<file path="src/rtl/alu_pkg.sv">
// Shared op codes, control-field encodings, FSM states and the base decoder
// for the registered EX-stage ALU control sequencer.
package alu_pkg;

    localparam logic [4:0] OP_ADD   = 5'd0;
    localparam logic [4:0] OP_SUB   = 5'd1;
    localparam logic [4:0] OP_AND   = 5'd2;
    localparam logic [4:0] OP_OR    = 5'd3;
    localparam logic [4:0] OP_XOR   = 5'd4;
    localparam logic [4:0] OP_SLL   = 5'd5;
    localparam logic [4:0] OP_SRL   = 5'd6;
    localparam logic [4:0] OP_SRA   = 5'd7;
    localparam logic [4:0] OP_LUI   = 5'd8;
    localparam logic [4:0] OP_BEQ   = 5'd9;
    localparam logic [4:0] OP_BNE   = 5'd10;
    localparam logic [4:0] OP_BLT   = 5'd11;
    localparam logic [4:0] OP_BGE   = 5'd12;
    localparam logic [4:0] OP_JAL   = 5'd13;
    localparam logic [4:0] OP_JALR  = 5'd14;
    localparam logic [4:0] OP_MUL   = 5'd16;
    localparam logic [4:0] OP_MULHU = 5'd17;
    localparam logic [4:0] OP_DIV   = 5'd18;
    localparam logic [4:0] OP_DIVU  = 5'd19;
    localparam logic [4:0] OP_REM   = 5'd20;
    localparam logic [4:0] OP_REMU  = 5'd21;

    typedef enum logic [2:0] {
        AOP_ADDSUB = 3'b000,
        AOP_LOGIC  = 3'b001,
        AOP_SHIFT  = 3'b010,
        AOP_LUI    = 3'b011,
        AOP_MD     = 3'b100
    } aluop_e;

    typedef enum logic [1:0] {SH_NONE = 2'b00, SH_SLL = 2'b01, SH_SRL = 2'b10, SH_SRA = 2'b11} shift_e;
    typedef enum logic [1:0] {LG_NONE = 2'b00, LG_AND = 2'b01, LG_OR = 2'b10, LG_XOR = 2'b11} logic_e;
    typedef enum logic [1:0] {ST_IDLE = 2'b00, ST_CALC = 2'b01, ST_DONE = 2'b10} state_e;

    // Low three bits of op codes 16..21 map straight onto this encoding.
    typedef enum logic [2:0] {
        MD_MUL = 3'd0, MD_MULHU = 3'd1, MD_DIV = 3'd2,
        MD_DIVU = 3'd3, MD_REM = 3'd4, MD_REMU = 3'd5
    } md_op_e;

    typedef struct packed {
        logic   subsel;
        shift_e shift_sel;
        logic_e logic_sel;
        aluop_e aluop_sel;
    } ctrl_t;

    localparam ctrl_t CTRL_ZERO    = '{subsel: 1'b0, shift_sel: SH_NONE, logic_sel: LG_NONE, aluop_sel: AOP_ADDSUB};
    localparam ctrl_t CTRL_DEFAULT = '{subsel: 1'b1, shift_sel: SH_NONE, logic_sel: LG_NONE, aluop_sel: AOP_ADDSUB};
    localparam ctrl_t CTRL_MD      = '{subsel: 1'b0, shift_sel: SH_NONE, logic_sel: LG_NONE, aluop_sel: AOP_MD};

    function automatic ctrl_t decode_base(input logic [4:0] code);
        ctrl_t c;
        c = CTRL_ZERO;
        case (code)
            OP_ADD, OP_JAL, OP_JALR: c = CTRL_ZERO;
            OP_SUB, OP_BEQ, OP_BNE, OP_BLT, OP_BGE: c.subsel = 1'b1;
            OP_AND: begin c.logic_sel = LG_AND; c.aluop_sel = AOP_LOGIC; end
            OP_OR:  begin c.logic_sel = LG_OR;  c.aluop_sel = AOP_LOGIC; end
            OP_XOR: begin c.logic_sel = LG_XOR; c.aluop_sel = AOP_LOGIC; end
            OP_SLL: begin c.shift_sel = SH_SLL; c.aluop_sel = AOP_SHIFT; end
            OP_SRL: begin c.shift_sel = SH_SRL; c.aluop_sel = AOP_SHIFT; end
            OP_SRA: begin c.shift_sel = SH_SRA; c.aluop_sel = AOP_SHIFT; end
            OP_LUI: c.aluop_sel = AOP_LUI;
            default: c = CTRL_DEFAULT;
        endcase
        return c;
    endfunction

endpackage

</file>
<file path="src/rtl/alu_muldiv_iter.sv">
// Iterative multiply/divide unit: one shift-add or restoring-subtract step per
// cycle, with divide-by-zero / signed-overflow short cuts and sign fix-up.
module alu_muldiv_iter
    import alu_pkg::*;
#(
    parameter int XLEN = 32
) (
    input  logic            clk,
    input  logic            rst,
    input  logic            start,
    input  logic            step,
    input  md_op_e          op,
    input  logic [XLEN-1:0] op_a,
    input  logic [XLEN-1:0] op_b,
    output logic            special,
    output logic            last,
    output logic [XLEN-1:0] result
);
    localparam int CNT_W = $clog2(XLEN);
    localparam logic [XLEN-1:0] MIN_NEG = {1'b1, {(XLEN-1){1'b0}}};

    logic [2*XLEN-1:0] acc_reg, acc_next;
    logic [XLEN-1:0]   opnd_reg, spec_res_reg, spec_res, abs_a, abs_b, quo, rem, fixed;
    logic [CNT_W-1:0]  cnt_reg;
    md_op_e            op_reg;
    logic              neg_q_reg, neg_r_reg, special_reg;
    logic              is_mul, is_signed, is_quot, div_zero, overflow, mul_active;
    logic [XLEN:0]     mul_sum, rem_sh, diff;

    assign is_mul    = (op == MD_MUL) || (op == MD_MULHU);
    assign is_signed = (op == MD_DIV) || (op == MD_REM);
    assign is_quot   = (op == MD_DIV) || (op == MD_DIVU);
    assign div_zero  = !is_mul && (op_b == '0);
    assign overflow  = is_signed && (op_a == MIN_NEG) && (op_b == '1);
    assign special   = div_zero || overflow;
    assign spec_res  = div_zero ? (is_quot ? '1 : op_a) : (is_quot ? MIN_NEG : '0);
    assign abs_a     = (is_signed && op_a[XLEN-1]) ? -op_a : op_a;
    assign abs_b     = (is_signed && op_b[XLEN-1]) ? -op_b : op_b;

    // acc_reg is {product high, multiplier} for multiply, {remainder, quotient} for divide.
    assign mul_active = (op_reg == MD_MUL) || (op_reg == MD_MULHU);
    assign mul_sum    = {1'b0, acc_reg[2*XLEN-1:XLEN]} + (acc_reg[0] ? {1'b0, opnd_reg} : '0);
    assign rem_sh     = {acc_reg[2*XLEN-1:XLEN], acc_reg[XLEN-1]};
    assign diff       = rem_sh - {1'b0, opnd_reg};

    always_comb begin
        acc_next = acc_reg;
        if (mul_active)
            acc_next = {mul_sum, acc_reg[XLEN-1:1]};
        else if (diff[XLEN])
            acc_next = {rem_sh[XLEN-1:0], acc_reg[XLEN-2:0], 1'b0};
        else
            acc_next = {diff[XLEN-1:0], acc_reg[XLEN-2:0], 1'b1};
    end

    assign quo = acc_reg[XLEN-1:0];
    assign rem = acc_reg[2*XLEN-1:XLEN];

    always_comb begin
        fixed = '0;
        case (op_reg)
            MD_MUL, MD_DIVU:   fixed = quo;
            MD_MULHU, MD_REMU: fixed = rem;
            MD_DIV:            fixed = neg_q_reg ? -quo : quo;
            MD_REM:            fixed = neg_r_reg ? -rem : rem;
            default:           fixed = '0;
        endcase
    end

    assign result = special_reg ? spec_res_reg : fixed;
    assign last   = (cnt_reg == CNT_W'(XLEN-1));

    always_ff @(posedge clk or posedge rst) begin
        if (rst) begin
            acc_reg      <= '0;
            opnd_reg     <= '0;
            cnt_reg      <= '0;
            op_reg       <= MD_MUL;
            neg_q_reg    <= 1'b0;
            neg_r_reg    <= 1'b0;
            special_reg  <= 1'b0;
            spec_res_reg <= '0;
        end else if (start) begin
            op_reg       <= op;
            acc_reg      <= {{XLEN{1'b0}}, (is_mul ? op_b : abs_a)};
            opnd_reg     <= is_mul ? op_a : abs_b;
            cnt_reg      <= '0;
            neg_q_reg    <= is_signed && (op_a[XLEN-1] ^ op_b[XLEN-1]);
            neg_r_reg    <= is_signed && op_a[XLEN-1];
            special_reg  <= special;
            spec_res_reg <= spec_res;
        end else if (step) begin
            acc_reg <= acc_next;
            cnt_reg <= cnt_reg + CNT_W'(1);
        end
    end

endmodule

</file>
<file path="src/rtl/alu_ctrl_seq.sv">
// Registered ALU control decoder with optional iterative M-extension unit.
// Define ALU_MD_EN to build the multiply/divide path; otherwise codes 16-21 decode as default.
module alu_ctrl_seq
    import alu_pkg::*;
#(
    parameter int XLEN  = 32,
    parameter int SEL_W = 5
) (
    input  logic             clk,
    input  logic             rst,
    input  logic             flush,
    input  logic             in_valid,
    output logic             in_ready,
    input  logic [SEL_W-1:0] ALU_sel,
    input  logic [XLEN-1:0]  op_a,
    input  logic [XLEN-1:0]  op_b,
    output logic             out_valid,
    output logic             subsel,
    output logic [1:0]       shiftSel,
    output logic [1:0]       logicSel,
    output logic [2:0]       ALUop_sel,
    output logic [XLEN-1:0]  md_result,
    output logic             busy
);
    ctrl_t dec_ctrl, ctrl_reg;
    logic  out_valid_reg, sel_low, is_m_op, accept, md_done;

    // Codes wider than five bits are always outside the defined op space.
    assign sel_low  = ((ALU_sel >> 5) == '0);
    assign dec_ctrl = sel_low ? decode_base(ALU_sel[4:0]) : CTRL_DEFAULT;

`ifdef ALU_MD_EN
    state_e          state_reg, state_next;
    logic            md_start, md_step, md_special, md_last;
    logic [XLEN-1:0] md_res, md_result_reg;

    assign is_m_op = sel_low && (ALU_sel[4:0] >= OP_MUL) && (ALU_sel[4:0] <= OP_REMU);

    alu_muldiv_iter #(.XLEN(XLEN)) u_muldiv (
        .clk     (clk),
        .rst     (rst),
        .start   (md_start),
        .step    (md_step),
        .op      (md_op_e'(ALU_sel[2:0])),
        .op_a    (op_a),
        .op_b    (op_b),
        .special (md_special),
        .last    (md_last),
        .result  (md_res)
    );

    always_ff @(posedge clk or posedge rst) begin
        if (rst) state_reg <= ST_IDLE;
        else     state_reg <= state_next;
    end

    always_comb begin
        state_next = state_reg;
        in_ready   = 1'b0;
        busy       = 1'b0;
        accept     = 1'b0;
        md_start   = 1'b0;
        md_step    = 1'b0;
        md_done    = 1'b0;
        case (state_reg)
            ST_IDLE: begin
                in_ready = 1'b1;
                accept   = in_valid && !flush;
                if (accept && is_m_op) begin
                    md_start   = 1'b1;
                    state_next = md_special ? ST_DONE : ST_CALC;
                end
            end
            ST_CALC: begin
                busy    = 1'b1;
                md_step = !flush;
                if (md_last) state_next = ST_DONE;
            end
            ST_DONE: begin
                md_done    = !flush;
                state_next = ST_IDLE;
            end
            default: state_next = ST_IDLE;
        endcase
        if (flush) state_next = ST_IDLE;
    end

    always_ff @(posedge clk or posedge rst) begin
        if (rst)          md_result_reg <= '0;
        else if (md_done) md_result_reg <= md_res;
    end

    assign md_result = md_result_reg;
`else
    logic unused_md_ops;

    assign unused_md_ops = ^{op_a, op_b};
    assign is_m_op   = 1'b0;
    assign md_done   = 1'b0;
    assign accept    = in_valid && !flush;
    assign in_ready  = 1'b1;
    assign busy      = 1'b0;
    assign md_result = '0;
`endif

    always_ff @(posedge clk or posedge rst) begin
        if (rst) begin
            ctrl_reg      <= CTRL_ZERO;
            out_valid_reg <= 1'b0;
        end else begin
            out_valid_reg <= 1'b0;
            if (accept && !is_m_op) begin
                ctrl_reg      <= dec_ctrl;
                out_valid_reg <= 1'b1;
            end else if (md_done) begin
                ctrl_reg      <= CTRL_MD;
                out_valid_reg <= 1'b1;
            end
        end
    end

    assign out_valid = out_valid_reg;
    assign subsel    = ctrl_reg.subsel;
    assign shiftSel  = ctrl_reg.shift_sel;
    assign logicSel  = ctrl_reg.logic_sel;
    assign ALUop_sel = ctrl_reg.aluop_sel;

endmodule

</file>
<file path="config.mk">
export PLATFORM = sky130hd
export DESIGN_NAME = alu_ctrl_seq
export DESIGN_NICKNAME = d
export VERILOG_FILES = /design/src/rtl/alu_pkg.sv /design/src/rtl/alu_muldiv_iter.sv /design/src/rtl/alu_ctrl_seq.sv
export SDC_FILE = /design/constraint.sdc
export NUM_CORES = 1
export LEC_CHECK = 0
export CORE_MARGIN = 8
export CORE_UTILIZATION = 23
export CTS_BUF_LIST = sky130_fd_sc_hd__clkbuf_16
export CTS_CLUSTER_DIAMETER = 100
export CTS_CLUSTER_SIZE = 14
export DETAILED_ROUTE_END_ITERATION = 8
export MAX_ROUTING_LAYER = met4
export PLACE_DENSITY = 0.83
export SKIP_CTS_REPAIR_TIMING = 1
export SYNTH_ARGS = -nofsm -noshare
export SYNTH_HDL_FRONTEND = slang
export SYNTH_SLANG_ARGS = --single-unit
</file>
<file path="constraint.sdc">
create_clock -name clk -period 1.6 [get_ports clk]
set_input_delay 0.32 -clock clk [delete_from_list [all_inputs] [get_ports clk]]
set_output_delay 0.32 -clock clk [all_outputs]
set_load 0.01 [all_outputs]
</file>
==> impl_metrics.py <==
metrics = {
    "routing": {
        "routed_wl_mm": 1.516,
        "vias": 480,
        "drc": 0,
        "ant_nets": 0,
        "avgRoutedWirePerCell_um": 11.48,
        "first_iter_violations": 15,
        "via_per_inst": 3.636,
        "firstDrtPassIters": 4,
    },
    "clocking": {
        "root_buffer": "clkbuf_16",
        "cts_buffer_depth": 2,
        "path_clk_slew_ps": 40,
        "cts_buffers": 3,
        "cts_num_sinks": 8,
        "htree_num_levels": 1,
        "cts_tree": "yes",
        "clock_latency_ps": 230,
    },
    "sta": {
        "rsz0062_at_grt": "false",
        "fmax_mhz": 685.0,
        "hold_violations": 0,
        "worst_slack_ps": 140.2,
        "drv_slew": 0,
        "skew_ps": 0,
        "post-route-period-util": 0.9124,
        "setup_viol": 0,
        "min_period_ps": 1460,
    },
    "placed_design": {
        "place_hpwl_mm": 1.273,
        "gp_congestion": 0.7903,
        "io_buffers": 16,
        "pre_cts_slack_ps": -54.34,
        "dp_cells": 129,
        "postPlaceCellArea_um2": 760.7,
    },
    "setup_path": {
        "crit_required_ps": 1280,
        "cp_num_buf_inv": 1,
        "slowest_delay_ps": 550,
        "crit_path_end_kind": "output port",
        "r2r_cells": 1,
        "path_cells": "clkdlybuf4s50_1",
        "worstPathArrival_ps": 1140,
        "r2r_end": "ALUop_sel[1]$_DFFE_PP0P_",
        "rrSetupSlack_ps": 910,
        "cp_top_family": "buffers and inverters",
        "crit_start": "logicSel[1]$_DFFE_PP0P_",
        "worstReg2RegStart": "ALUop_sel[1]$_DFFE_PP0P_",
        "worstSetupPathType": "flop to output port",
        "slowest_stage": "clkdlybuf4s50_1",
        "path_max_fanout": 2,
        "endpoint": "logicSel[1]",
        "worstSetupStartpointType": "flop",
        "cp_num_cells": 1,
    },
    "synth": {
        "synth-seq-cells": 8,
        "synth.distinct_cells": 21,
        "netlist_instances": 81,
        "netlist_area_um2": 678.2,
        "yosysSeqAreaShare": 0.2952,
        "yosys_warnings": 0,
        "syn_area_per_cell_um2": 8.372,
    },
    "global_route": {
        "grt_pass1_wl_mm": 2.456,
        "grt_pass1_vias": 520,
        "gr-total-overflow": 0,
        "grt_start_max_net_pins": 13,
        "antenna_found_initial": 0,
        "grt_usage": 0.06294,
    },
    "power_and_ir_drop": {
        "power.density_mw_per_mm2": 947.3,
        "peakVddDrop_mv": 0.6678,
        "p_leak_nw": 0.4151,
        "power.total_mw": 0.7918,
    },
    "hold_path": {
        "holdCritPathClass": "primary input to asynchronous set/reset pin",
    },
    "finish": {
        "most-common-layout-cells": "35 x conb_1, 16 x clkdlybuf4s50_1, 8 x dfrtp_1",
        "design_area_um2": 835.8,
        "fin_cells": 132,
        "fin_nets": 176,
        "final-seq-area_um2": 200.2,
        "final_util": 0.3005,
        "nFillCells": 300,
        "layout_commonest_cell": "conb_1",
        "multiInputGateArea_um2": 316.6,
        "area.growth.synth_to_final_pct": 23.25,
        "drive_above_1_share": 0.08911,
        "antenna_cells": 0,
    },
    "die": {
        "core_area_mm2": 0.002781,
        "fp.dieH_um": 70.30,
        "die_area_mm2": 0.004942,
        "initial_core_util": 0.2438,
        "die_w_um": 70.30,
        "ios": 116,
        "placementRows": 19,
    },
    "status": {
        "status": "finished, final reports clean",
    },
    "job": {
        "cap_violations": 0,
    },
}
==> layout make-up <==
| class | instances | share of cell area |
|---|---|---|
| clock buffers | 3 | 0.08982 |
| multi-input cells | 66 | 0.3787 |
| repair buffers | 20 | 0.2275 |
| well taps | 31 | 0.04641 |
| inverters | 4 | 0.01796 |
| flip-flops and latches | 8 | 0.2395 |
==> cells in the mapped netlist (all sizes together) <==
cell    count  area [µm²]
a22oi       1       7.510
a22o        1       8.760
nand2       7       26.28
a211o       1       8.760
nor2b       2       12.51
nand2b      1       8.760
or4b        1       10.01
o31ai       3       22.52
nor3b       1       7.510
xor2        1       8.760
o21ai       4       20.02
or2b        1       8.760
dfrtp       8       200.2
nor2        4       15.01
a21oi       1       5.000
conb        2       7.510
o41ai       1       8.760
buf        36       270.3
a31oi       1       6.260
inv         4       15.01
==> per-stage QoR <==
stage          setup TNS (ps)  hold slack [ps]
5_1_grt                     0            388.6
6_report                    0            339.0
3_5_place_dp           -77.14            471.6
3_3_place_gp           -31.68            459.8
4_1_cts                     0            359.4
2_1_floorplan               0            135.7
==> worst min-delay path by stage <==
| stage | start | end | slack (ps) | cells past startpoint |
|---|---|---|---|---|
| after floorplan | rst | ALUop_sel[0]$_DFFE_PP0P_ | 140 | 1 |
| after global placement | shiftSel[0]$_DFFE_PP0P_ | shiftSel[0]$_DFFE_PP0P_ | 460 | 2 |
| after detailed placement | shiftSel[0]$_DFFE_PP0P_ | shiftSel[0]$_DFFE_PP0P_ | 470 | 2 |
| after CTS | rst | logicSel[0]$_DFFE_PP0P_ | 360 | 2 |
| after global routing | rst | logicSel[0]$_DFFE_PP0P_ | 390 | 2 |
| final | rst | logicSel[0]$_DFFE_PP0P_ | 340 | 2 |
==> report_power, final <==
group | total, mW | internal (mW) | leakage [nW] | switching [mW]
logic | 0.151 | 0.0625 | 0.273 | 0.0884
registers | 0.223 | 0.217 | 0.105 | 0.00665
clock network | 0.418 | 0.322 | 0.0370 | 0.0957
==> routing by layer <==
metal,vias to the layer above,share of wire,GRT usage
met5,-,0,-
met4,0,0.021,0.03348
met3,3,0.095,0.03107
met2,31,0.49,0.1036
met1,210,0.39,0.05916
li1,236,-,-
==> logic make-up (layout without fill, tap and decap cells) <==
family	Yosys count	count (layout)	synth area share
AOI/OAI and AO/OA	13	13	0.1292
DFF	8	8	0.2952
other	2	35	0.01107
xor gates and xnor gates	1	1	0.01292
buffers and inverters	40	27	0.4207
and+or+nand+nor	17	17	0.1310
Note: power is estimated with default switching activity, not from simulation.
